===== config.mk =====
export PLATFORM = sky130hd
export DESIGN_NAME = mailbox_irq_ctrl_flat
export DESIGN_NICKNAME = d
export VERILOG_FILES = /design/src/rtl/mailbox_irq_ctrl_if.sv /design/src/rtl/mailbox_irq_ctrl.sv /design/src/flat_wrapper.sv
export SDC_FILE = /design/constraint.sdc
export NUM_CORES = 1
export LEC_CHECK = 0
export BUFFER_PORTS_ARGS = -buffer_cell sky130_fd_sc_hd__buf_2
export CAP_MARGIN = 20
export CORE_MARGIN = 1
export CORE_UTILIZATION = 48
export DETAILED_ROUTE_END_ITERATION = 6
export HOLD_SLACK_MARGIN = 0.12
export PLACE_DENSITY = 0.83
export RECOVER_POWER = 25
export SETUP_SLACK_MARGIN = 0.15
export SYNTH_ARGS = -nofsm -noshare
export SYNTH_HDL_FRONTEND = slang
export SYNTH_SLANG_ARGS = --single-unit

===== constraint.sdc =====
create_clock -name clk_i -period 1.63 [get_ports clk_i]
set_clock_uncertainty 0.15 [all_clocks]
set_input_delay 0.489 -clock clk_i [delete_from_list [all_inputs] [get_ports clk_i]]
set_output_delay 0.489 -clock clk_i [all_outputs]
set_load 0.03 [all_outputs]

===== src/rtl/mailbox_irq_ctrl_if.sv =====
// Mailbox interrupt controller bus: mailbox IRQ levels and mask in, core claim/complete
// handshake, presented interrupt and pending vector out.
interface mailbox_irq_ctrl_if #(
    parameter int NumMbox = 4,
    parameter int NumSrc  = 2 * NumMbox,
    parameter int IdWidth = $clog2(NumSrc)
);
    logic [NumMbox-1:0] snd_irq_i;
    logic [NumMbox-1:0] rcv_irq_i;
    logic [NumSrc-1:0]  mask_i;
    logic               claim_i;
    logic               complete_i;
    logic [IdWidth-1:0] complete_id_i;
    logic               irq_o;
    logic [IdWidth-1:0] irq_id_o;
    logic [NumSrc-1:0]  pending_o;

    modport master (
        output snd_irq_i, rcv_irq_i, mask_i, claim_i, complete_i, complete_id_i,
        input  irq_o, irq_id_o, pending_o
    );

    modport slave (
        input  snd_irq_i, rcv_irq_i, mask_i, claim_i, complete_i, complete_id_i,
        output irq_o, irq_id_o, pending_o
    );
endinterface


===== src/rtl/mailbox_irq_ctrl.sv =====
// Edge-latching fixed-priority interrupt controller for the mailbox unit (claim/complete).
// Define MBOX_IRQ_SYNC_EN to add a 2-flop synchronizer per IRQ source before edge detection.
module mailbox_irq_ctrl_src (
    input  logic clk_i,
    input  logic rst_ni,
    input  logic i_src,
    output logic o_rise
);
    logic w_src;
    logic r_prev;

`ifdef MBOX_IRQ_SYNC_EN
    logic [1:0] r_sync;
    always_ff @(posedge clk_i or negedge rst_ni) begin
        if (!rst_ni) r_sync <= '0;
        else         r_sync <= {r_sync[0], i_src};
    end
    assign w_src = r_sync[1];
`else
    assign w_src = i_src;
`endif

    always_ff @(posedge clk_i or negedge rst_ni) begin
        if (!rst_ni) r_prev <= 1'b0;
        else         r_prev <= w_src;
    end

    assign o_rise = w_src & ~r_prev;
endmodule

module mailbox_irq_ctrl #(
    parameter int NumMbox = 4,
    parameter int NumSrc  = 2 * NumMbox,
    parameter int IdWidth = $clog2(NumSrc)
) (
    input logic               clk_i,
    input logic               rst_ni,
    mailbox_irq_ctrl_if.slave bus
);
    typedef enum logic [1:0] {IDLE, PRESENT, SERVICE} state_e;

    state_e             r_state;
    logic               r_irq;
    logic [IdWidth-1:0] r_irq_id;
    logic [NumSrc-1:0]  r_pending;

    logic [NumSrc-1:0]  w_src;
    logic [NumSrc-1:0]  w_rise;
    logic [NumSrc-1:0]  w_elig;
    logic [NumSrc-1:0]  w_clr;
    logic [IdWidth-1:0] w_win;
    logic               w_any;

    assign w_src = {bus.rcv_irq_i, bus.snd_irq_i};

    for (genvar g = 0; g < NumSrc; g++) begin : g_src
        mailbox_irq_ctrl_src u_src (
            .clk_i  (clk_i),
            .rst_ni (rst_ni),
            .i_src  (w_src[g]),
            .o_rise (w_rise[g])
        );
    end

    assign w_elig = r_pending & bus.mask_i;
    assign w_any  = |w_elig;

    // Scan high to low so the lowest eligible index is the last to win.
    always_comb begin
        w_win = '0;
        for (int i = NumSrc - 1; i >= 0; i--)
            if (w_elig[i]) w_win = IdWidth'(i);
    end

    always_comb begin
        w_clr = '0;
        if (r_state == PRESENT && bus.claim_i) w_clr[r_irq_id] = 1'b1;
    end

    // A rise in the same cycle as the claim re-pends the source.
    always_ff @(posedge clk_i or negedge rst_ni) begin
        if (!rst_ni) r_pending <= '0;
        else         r_pending <= (r_pending & ~w_clr) | w_rise;
    end

    always_ff @(posedge clk_i or negedge rst_ni) begin
        if (!rst_ni) begin
            r_state  <= IDLE;
            r_irq    <= 1'b0;
            r_irq_id <= '0;
        end else begin
            case (r_state)
                IDLE: begin
                    if (w_any) begin
                        r_irq_id <= w_win;
                        r_irq    <= 1'b1;
                        r_state  <= PRESENT;
                    end
                end
                PRESENT: begin
                    if (bus.claim_i) begin
                        r_irq   <= 1'b0;
                        r_state <= SERVICE;
                    end else if (!bus.mask_i[r_irq_id]) begin
                        r_irq   <= 1'b0;
                        r_state <= IDLE;
                    end
                end
                SERVICE: begin
                    if (bus.complete_i && bus.complete_id_i == r_irq_id) r_state <= IDLE;
                end
                default: begin
                    r_irq   <= 1'b0;
                    r_state <= IDLE;
                end
            endcase
        end
    end

    assign bus.irq_o     = r_irq;
    assign bus.irq_id_o  = r_irq_id;
    assign bus.pending_o = r_pending;
endmodule


===== src/flat_wrapper.sv =====
// flat-port wrapper written by rule: the top's interface ports become plain ports
module mailbox_irq_ctrl_flat 
#(
    parameter int NumMbox = 4,
    parameter int NumSrc  = 2 * NumMbox,
    parameter int IdWidth = $clog2(NumSrc)
)
  (clk_i, rst_ni, bus_snd_irq_i, bus_rcv_irq_i, bus_mask_i, bus_claim_i, bus_complete_i, bus_complete_id_i, bus_irq_o, bus_irq_id_o, bus_pending_o);
  mailbox_irq_ctrl_if #(.NumMbox(NumMbox), .NumSrc(NumSrc), .IdWidth(IdWidth)) bus_i ();
  input logic clk_i;
  input logic rst_ni;
  input wire logic [$bits(bus_i.snd_irq_i)-1:0] bus_snd_irq_i;
  input wire logic [$bits(bus_i.rcv_irq_i)-1:0] bus_rcv_irq_i;
  input wire logic [$bits(bus_i.mask_i)-1:0] bus_mask_i;
  input wire logic [$bits(bus_i.claim_i)-1:0] bus_claim_i;
  input wire logic [$bits(bus_i.complete_i)-1:0] bus_complete_i;
  input wire logic [$bits(bus_i.complete_id_i)-1:0] bus_complete_id_i;
  output wire logic [$bits(bus_i.irq_o)-1:0] bus_irq_o;
  output wire logic [$bits(bus_i.irq_id_o)-1:0] bus_irq_id_o;
  output wire logic [$bits(bus_i.pending_o)-1:0] bus_pending_o;
  assign bus_i.snd_irq_i = bus_snd_irq_i;
  assign bus_i.rcv_irq_i = bus_rcv_irq_i;
  assign bus_i.mask_i = bus_mask_i;
  assign bus_i.claim_i = bus_claim_i;
  assign bus_i.complete_i = bus_complete_i;
  assign bus_i.complete_id_i = bus_complete_id_i;
  assign bus_irq_o = bus_i.irq_o;
  assign bus_irq_id_o = bus_i.irq_id_o;
  assign bus_pending_o = bus_i.pending_o;
  mailbox_irq_ctrl #(.NumMbox(NumMbox), .NumSrc(NumSrc), .IdWidth(IdWidth)) u_core (.clk_i(clk_i), .rst_ni(rst_ni), .bus(bus_i));
endmodule

### Word-level counts from Yosys, hierarchy flattened

Cells that the tools add are included.
Widths: inputs -> output; s select.

* add/sub/neg operators: 0
* multipliers: 0
* divide/modulo/power cells: 0
* $lt $le $gt $ge: 2
* equal/unequal tests: 6
* shift operators: 0
* muxes and demuxes: 22
* bitwise logic cells: 21
* reduce and logical (&&, ||, !) cells: 8

Operators with widths (number)
* $mux 3: 8
* $and 8x8->8: 2
* $not 1->1: 9
* $and 1x1->1: 8
* $mux 2: 4
* $mux 8: 1
* $not 8->8: 1
* $or 8x8->8: 1
* $reduce_or 8->1: 1
* $pmux 2 s3: 1
* $reduce_and 3->1: 2
* $mux 1: 5
* $lt 3x4->1 const B: 1
* $ne 2x1->1 const B: 2
* $bmux 1 s3: 1
* $demux 1 s3: 1
* $eq 3x3->1: 1
* $ge 3x1->1 const B: 1
* $logic_and 1x1->1: 3
* $ne 3x3->1 const B: 1
* $pmux 1 s3: 1
* $eq 2x1->1 const B: 1
* $eq 2x2->1 const B: 1
* $logic_not 2->1: 1
* $reduce_and 2->1: 1

* flip-flop bits (word level): 22
* bits in latches: 0
* bits in writable memories: 0
* memory bits (read-only): 0
* input port bits: 23
* word-level logic and storage cells: 71
* memories kept: 0

### Logic depth before layout (Yosys ltp)

* depth after elaboration: 9
* gate-level depth with buffers: 5
* depth with buffers taken out: 4

### By module

A second synthesis with hierarchy kept.

* cells, all modules: 97
* area, all modules: 1111.1 sq um

By module, submodules not included
* mailbox_irq_ctrl: instances 1, cells each 81, area each 800.8 sq um
* mailbox_irq_ctrl_src: instances 8, cells each 2, area each 38.8 sq um

### Worst setup path before layout

OpenSTA, ideal clock, no wires.

* kind: register to register
* start point: reg u_core.r_irq_id[0] (netlist: u_core.bus.irq_id_o[0])
* end point: reg u_core.r_irq (netlist: u_core.bus.irq_o)
* library setup time: 129 ps
* arrival: 1247 ps
* required time: 1351 ps
* slack: 105 ps
* cell stages (with the launch flop): 6
* path buffers: 1
* cell sequence: dfrtp_1 > buf_2 > mux2i_1 > o32ai_1 > o211ai_1 > nand3_1

* word-level cells in the longest chain between the ends: 4

Ends and longest elaborated chain
* start: declaration: line mailbox_irq_ctrl.sv:44 `logic [IdWidth-1:0] r_irq_id;`
* start signal: assignment: line mailbox_irq_ctrl.sv:95 `r_irq_id <= w_win;`
* $bmux 1 s3: line mailbox_irq_ctrl.sv:104 `end else if (!bus.mask_i[r_irq_id]) begin`
* $mux 1 (not written as such): line mailbox_irq_ctrl.sv:104
* $ne 3x3->1 (no source line)
* $reduce_and 3->1 (no source line)
* end signal: assignment: line mailbox_irq_ctrl.sv:102 `r_irq <= 1'b0;`
* end signal: assignment: line mailbox_irq_ctrl.sv:105 `r_irq <= 1'b0;`
* end signal: assignment: line mailbox_irq_ctrl.sv:113 `r_irq <= 1'b0;`
* end: declaration: line mailbox_irq_ctrl.sv:43 `logic r_irq;`

No other way between the ends. The select of a mux whose other input is x is not followed.
A chain may end at the register's enable or synchronous reset.

### Final worst setup path

* start point: reg u_core.r_pending[6] (netlist: u_core.bus.pending_o[6])
* end point: out bus_pending_o[6]

RTL lines
* start: declaration: line mailbox_irq_ctrl.sv:45 `logic [NumSrc-1:0] r_pending;`
* start signal: assignment: line mailbox_irq_ctrl.sv:83 `else r_pending <= (r_pending & ~w_clr) | w_rise;`
* end: declaration: line flat_wrapper.sv:20 `output wire logic [$bits(bus_i.pending_o)-1:0] bus_pending_o;`

No word-level cell between the ends.

==> summary.md <==
| Metric | Value |
|---|---|
| Status | `complete, no violations` |
| Top cell type's share of synthesized area | `55.1%` |
| Number of H-tree levels | `1` |
| Critical Path Max Stage Delay | `roughly 440 ps` |
| Chip width | `47.6 um` |
| Net switching power | `around 990 uW` |
| Hold WC Path Type | `in -> reg` |
| Synth Warn # | `0` |
| Area after DPL | `roughly 1200 sq um` |
| Post-synth top area cell | `dfrtp_1` |
| Crit path max-delay family | `flip-flops` |
| Syn_nets | `about 120` |
| Worst vdd ir | `1130 uV` |
| Vias per std cell | `between 5 and 6` |
| Gr usage total | `~25%` |
| Final wirelength | `2.61 mm` |
| Drt drc | `0` |
| Critical-path top delay cell | `dfrtp_1` |
| Worst Path Required | `around 990 ps` |
| Worst-path clk slew | `roughly 120 ps` |
| Max-Cap Viols | `0` |
| Netlist cell types | `22` |
| Kind of critical path | `reg -> out` |
| Clock Latency Late Sink | `~310 ps` |
| DIE AREA | `~2300 sq um` |
| CP Capture Type | `primary output` |
| Max-slew headroom | `about 64%` |
| Seq/Total Area, Yosys | `a little under three fifths` |
| Antenna diodes | `0` |
| Syn avg cell area | `10.0 sq um` |
| IO Count | `35` |
| Final net count | `about 180` |
| Crit-path cells | `buf_6` |
| Final setup vio count | `0` |
| Seq pwr share | `between 30% and 40%` |
| Die Y | `around 48 um` |
| CP Launch Type | `register` |
| Clk buf depth | `2` |
| Internal | `between 1 and 1.5 mW` |
| Final Cycle Share | `94.8%` |
| Commonest cells post-synth | `22 x dfrtp_1, 16 x o21ai_0, 14 x nand2_1` |
| WP data arrival | `910 ps` |
| Area of the mapped netlist | `~1000 sq um` |
| Synthesized instance count | `100` |
| Layout cell share with drive strength beyond 1 | `43.1%` |
| Leakage | `slightly below 0.7 nW` |
| Crit-path max FO | `3` |
| Count leader, synth | `dfrtp_1` |
| CTS Buf Count | `3` |
| Largest net degree at the start of global routing | `23` |
| Vias in the first global route | `between 800 and 900` |
| Clock Sinks | `22` |
| Clock power frac | `between 10% and 20%` |
| Asr flop ratio synth | `100%` |
| Achievable Freq | `0.647 GHz` |
| Gp weighted congestion | `approximately 0.90` |
| Top FF cell, synth | `dfrtp_1` |
| Post-route ant nets | `0` |
| Global-route wire length before repair | `3.75 mm` |
| Initial antenna violation count | `0` |
| Initial core utilization | `between 50% and 60%` |
| WL per Instance | `about 15 um` |
| Gate power share | `between 50% and 60%` |
| RSZ-0062 raised after global routing | `true` |
| I/O Buffers | `34` |
| Via count | `around 950` |
| Detailed Place HPWL | `about 1.6 mm` |
| Worst Path Buf+Inv | `1` |
| Clk Tree Root Cell | `clkbuf_4` |
| Row count | `16` |
| Minimum clock period | `1550 ps` |
| Post-synth EDFFs | `0` |
| Initial drt markers | `29` |
| Post-route cell area | `1510 sq um` |
| Grt ovf | `0` |
| Switching part of the total | `40.6%` |
| Core Box Area | `~2000 sq um` |
| Final Hold Vio Count | `0` |
| Final Power | `2.45 mW` |
| Max Slew Vio Count | `0` |
| Drt first pass iters | `4` |
| Area contributors post-synth | `dfrtp_1 55%, o21ai_0 8.0%, nand2_1 5.3%` |
| Worst-margin pin slew | `roughly 540 ps` |
| Post-synthesis register bit count | `22` |
| P&R area growth vs syn | `50.9%` |
| PwrDens | `1620 nW/um^2` |
| CTS tree | `done` |
-- layer usage --
| layer | part of all wire, % | up-vias | track usage, % |
|---|---|---|---|
| li1 | - | 461 | - |
| met1 | 41 | 443 | 29.6 |
| met2 | 48 | 43 | 39.2 |
| met3 | 7.7 | 6 | 7.55 |
| met4 | 2.7 | 0 | 17.8 |
| met5 | 0 | - | 0 |
-- layout make-up --
type	count	area, sq um
flip-flops and latches	22	554
clock buffers	4	36.3
repair buffers	52	388
well taps	27	33.8
fillers	132	453
inverters	10	37.5
multi-input cells	65	459
-- worst paths after layout --
| kind | depth (start not counted) | startpoint | slack (ps) | endpoint |
|---|---|---|---|---|
| max in group asynchronous | 2 | rst_ni | 410 | u_core.bus.irq_id_o[2] |
| min reg2reg | 1 | u_core.g_src[5].u_src.r_prev | 270 | u_core.bus.pending_o[5] |
| max reg2reg | 3 | u_core.bus.pending_o[2] | 90 | u_core.bus.irq_id_o[0] |
| min in group asynchronous | 2 | rst_ni | 530 | u_core.r_state[0] |
| max | 1 | u_core.bus.pending_o[6] | 80 | bus_pending_o[6] |
| min | 1 | bus_rcv_irq_i[1] | 130 | u_core.g_src[5].u_src.r_prev |
-- metrics by stage --
| step | setup WS (ps) | hold WS, ps | utilization, % | setup TNS [ps] | instances |
|---|---|---|---|---|---|
| global route | -12.2 | 122 | 76.9 | -12.2 | 180 |
| floorplan | 152 | 43.4 | - | 0 | 100 |
| CTS | 92.7 | 129 | 72.4 | 0 | 177 |
| finish | 84.5 | 135 | 76.9 | 0 | 180 |
| detailed placement | -22.9 | 259 | 60.7 | -22.9 | 159 |
| global placement | 30.3 | 252 | 60.7 | 0 | 159 |
-- power by group through the flow --
stage          clock network [mW]  registers (mW)  logic [mW]
6_report                    0.302           0.799        1.35
3_3_place_gp                    0           0.869       0.773
2_1_floorplan                   0           0.975       0.474
3_5_place_dp                    0           0.878       0.791
5_1_grt                     0.322           0.818        1.46
4_1_cts                     0.305           0.791        1.18
-- logic make-up after synthesis --
kind of cell	share of synthesized area [%]
XOR/XNOR	2.63
AND/OR/NAND/NOR	10.6
multiplexers	4.01
buffers and inverters	5.88
AO/OA/AOI/OAI	21.8
flip-flops	55.1
-- state kept, by name (all words and copies together), names as in the netlist --
register                   count
u_core.bus.pending_o           8
u_core.g_src.u_src.r_prev      8
u_core.bus.irq_id_o            3
u_core.r_state                 2
u_core.bus.irq_o               1
-- cells in the final DEF, fill, tap and decap left out, types with 2 or more instances in the layout --
cell and n:
buf_2 17, o31ai_2 2, nand2_1 12, mux2i_2 3, o21ai_0 15, buf_4 14, a21oi_1 5, dfrtp_2 3
inv_1 10, clkbuf_4 3, buf_6 14, dlygate4sd3_1 2, a32oi_1 2, nand4_1 2, xnor2_1 3, o32ai_2 2
a22oi_2 3, nand2b_1 2, nand2_2 2, clkbuf_1 4, o211ai_1 2, dfrtp_1 19, nor2_1 2
-- repair_timing --
item | CTS | global route
gates cloned | 0 | 0
gates resized for setup | 27 | 16
hold buffers | 1 | 1
endpoints found under the setup margin | 14 | 20
setup buffers | 13 | 2
pin swaps | 0 | 3
endpoints found under the hold margin | 22 | 1
Power figures use the tool's default switching activity.
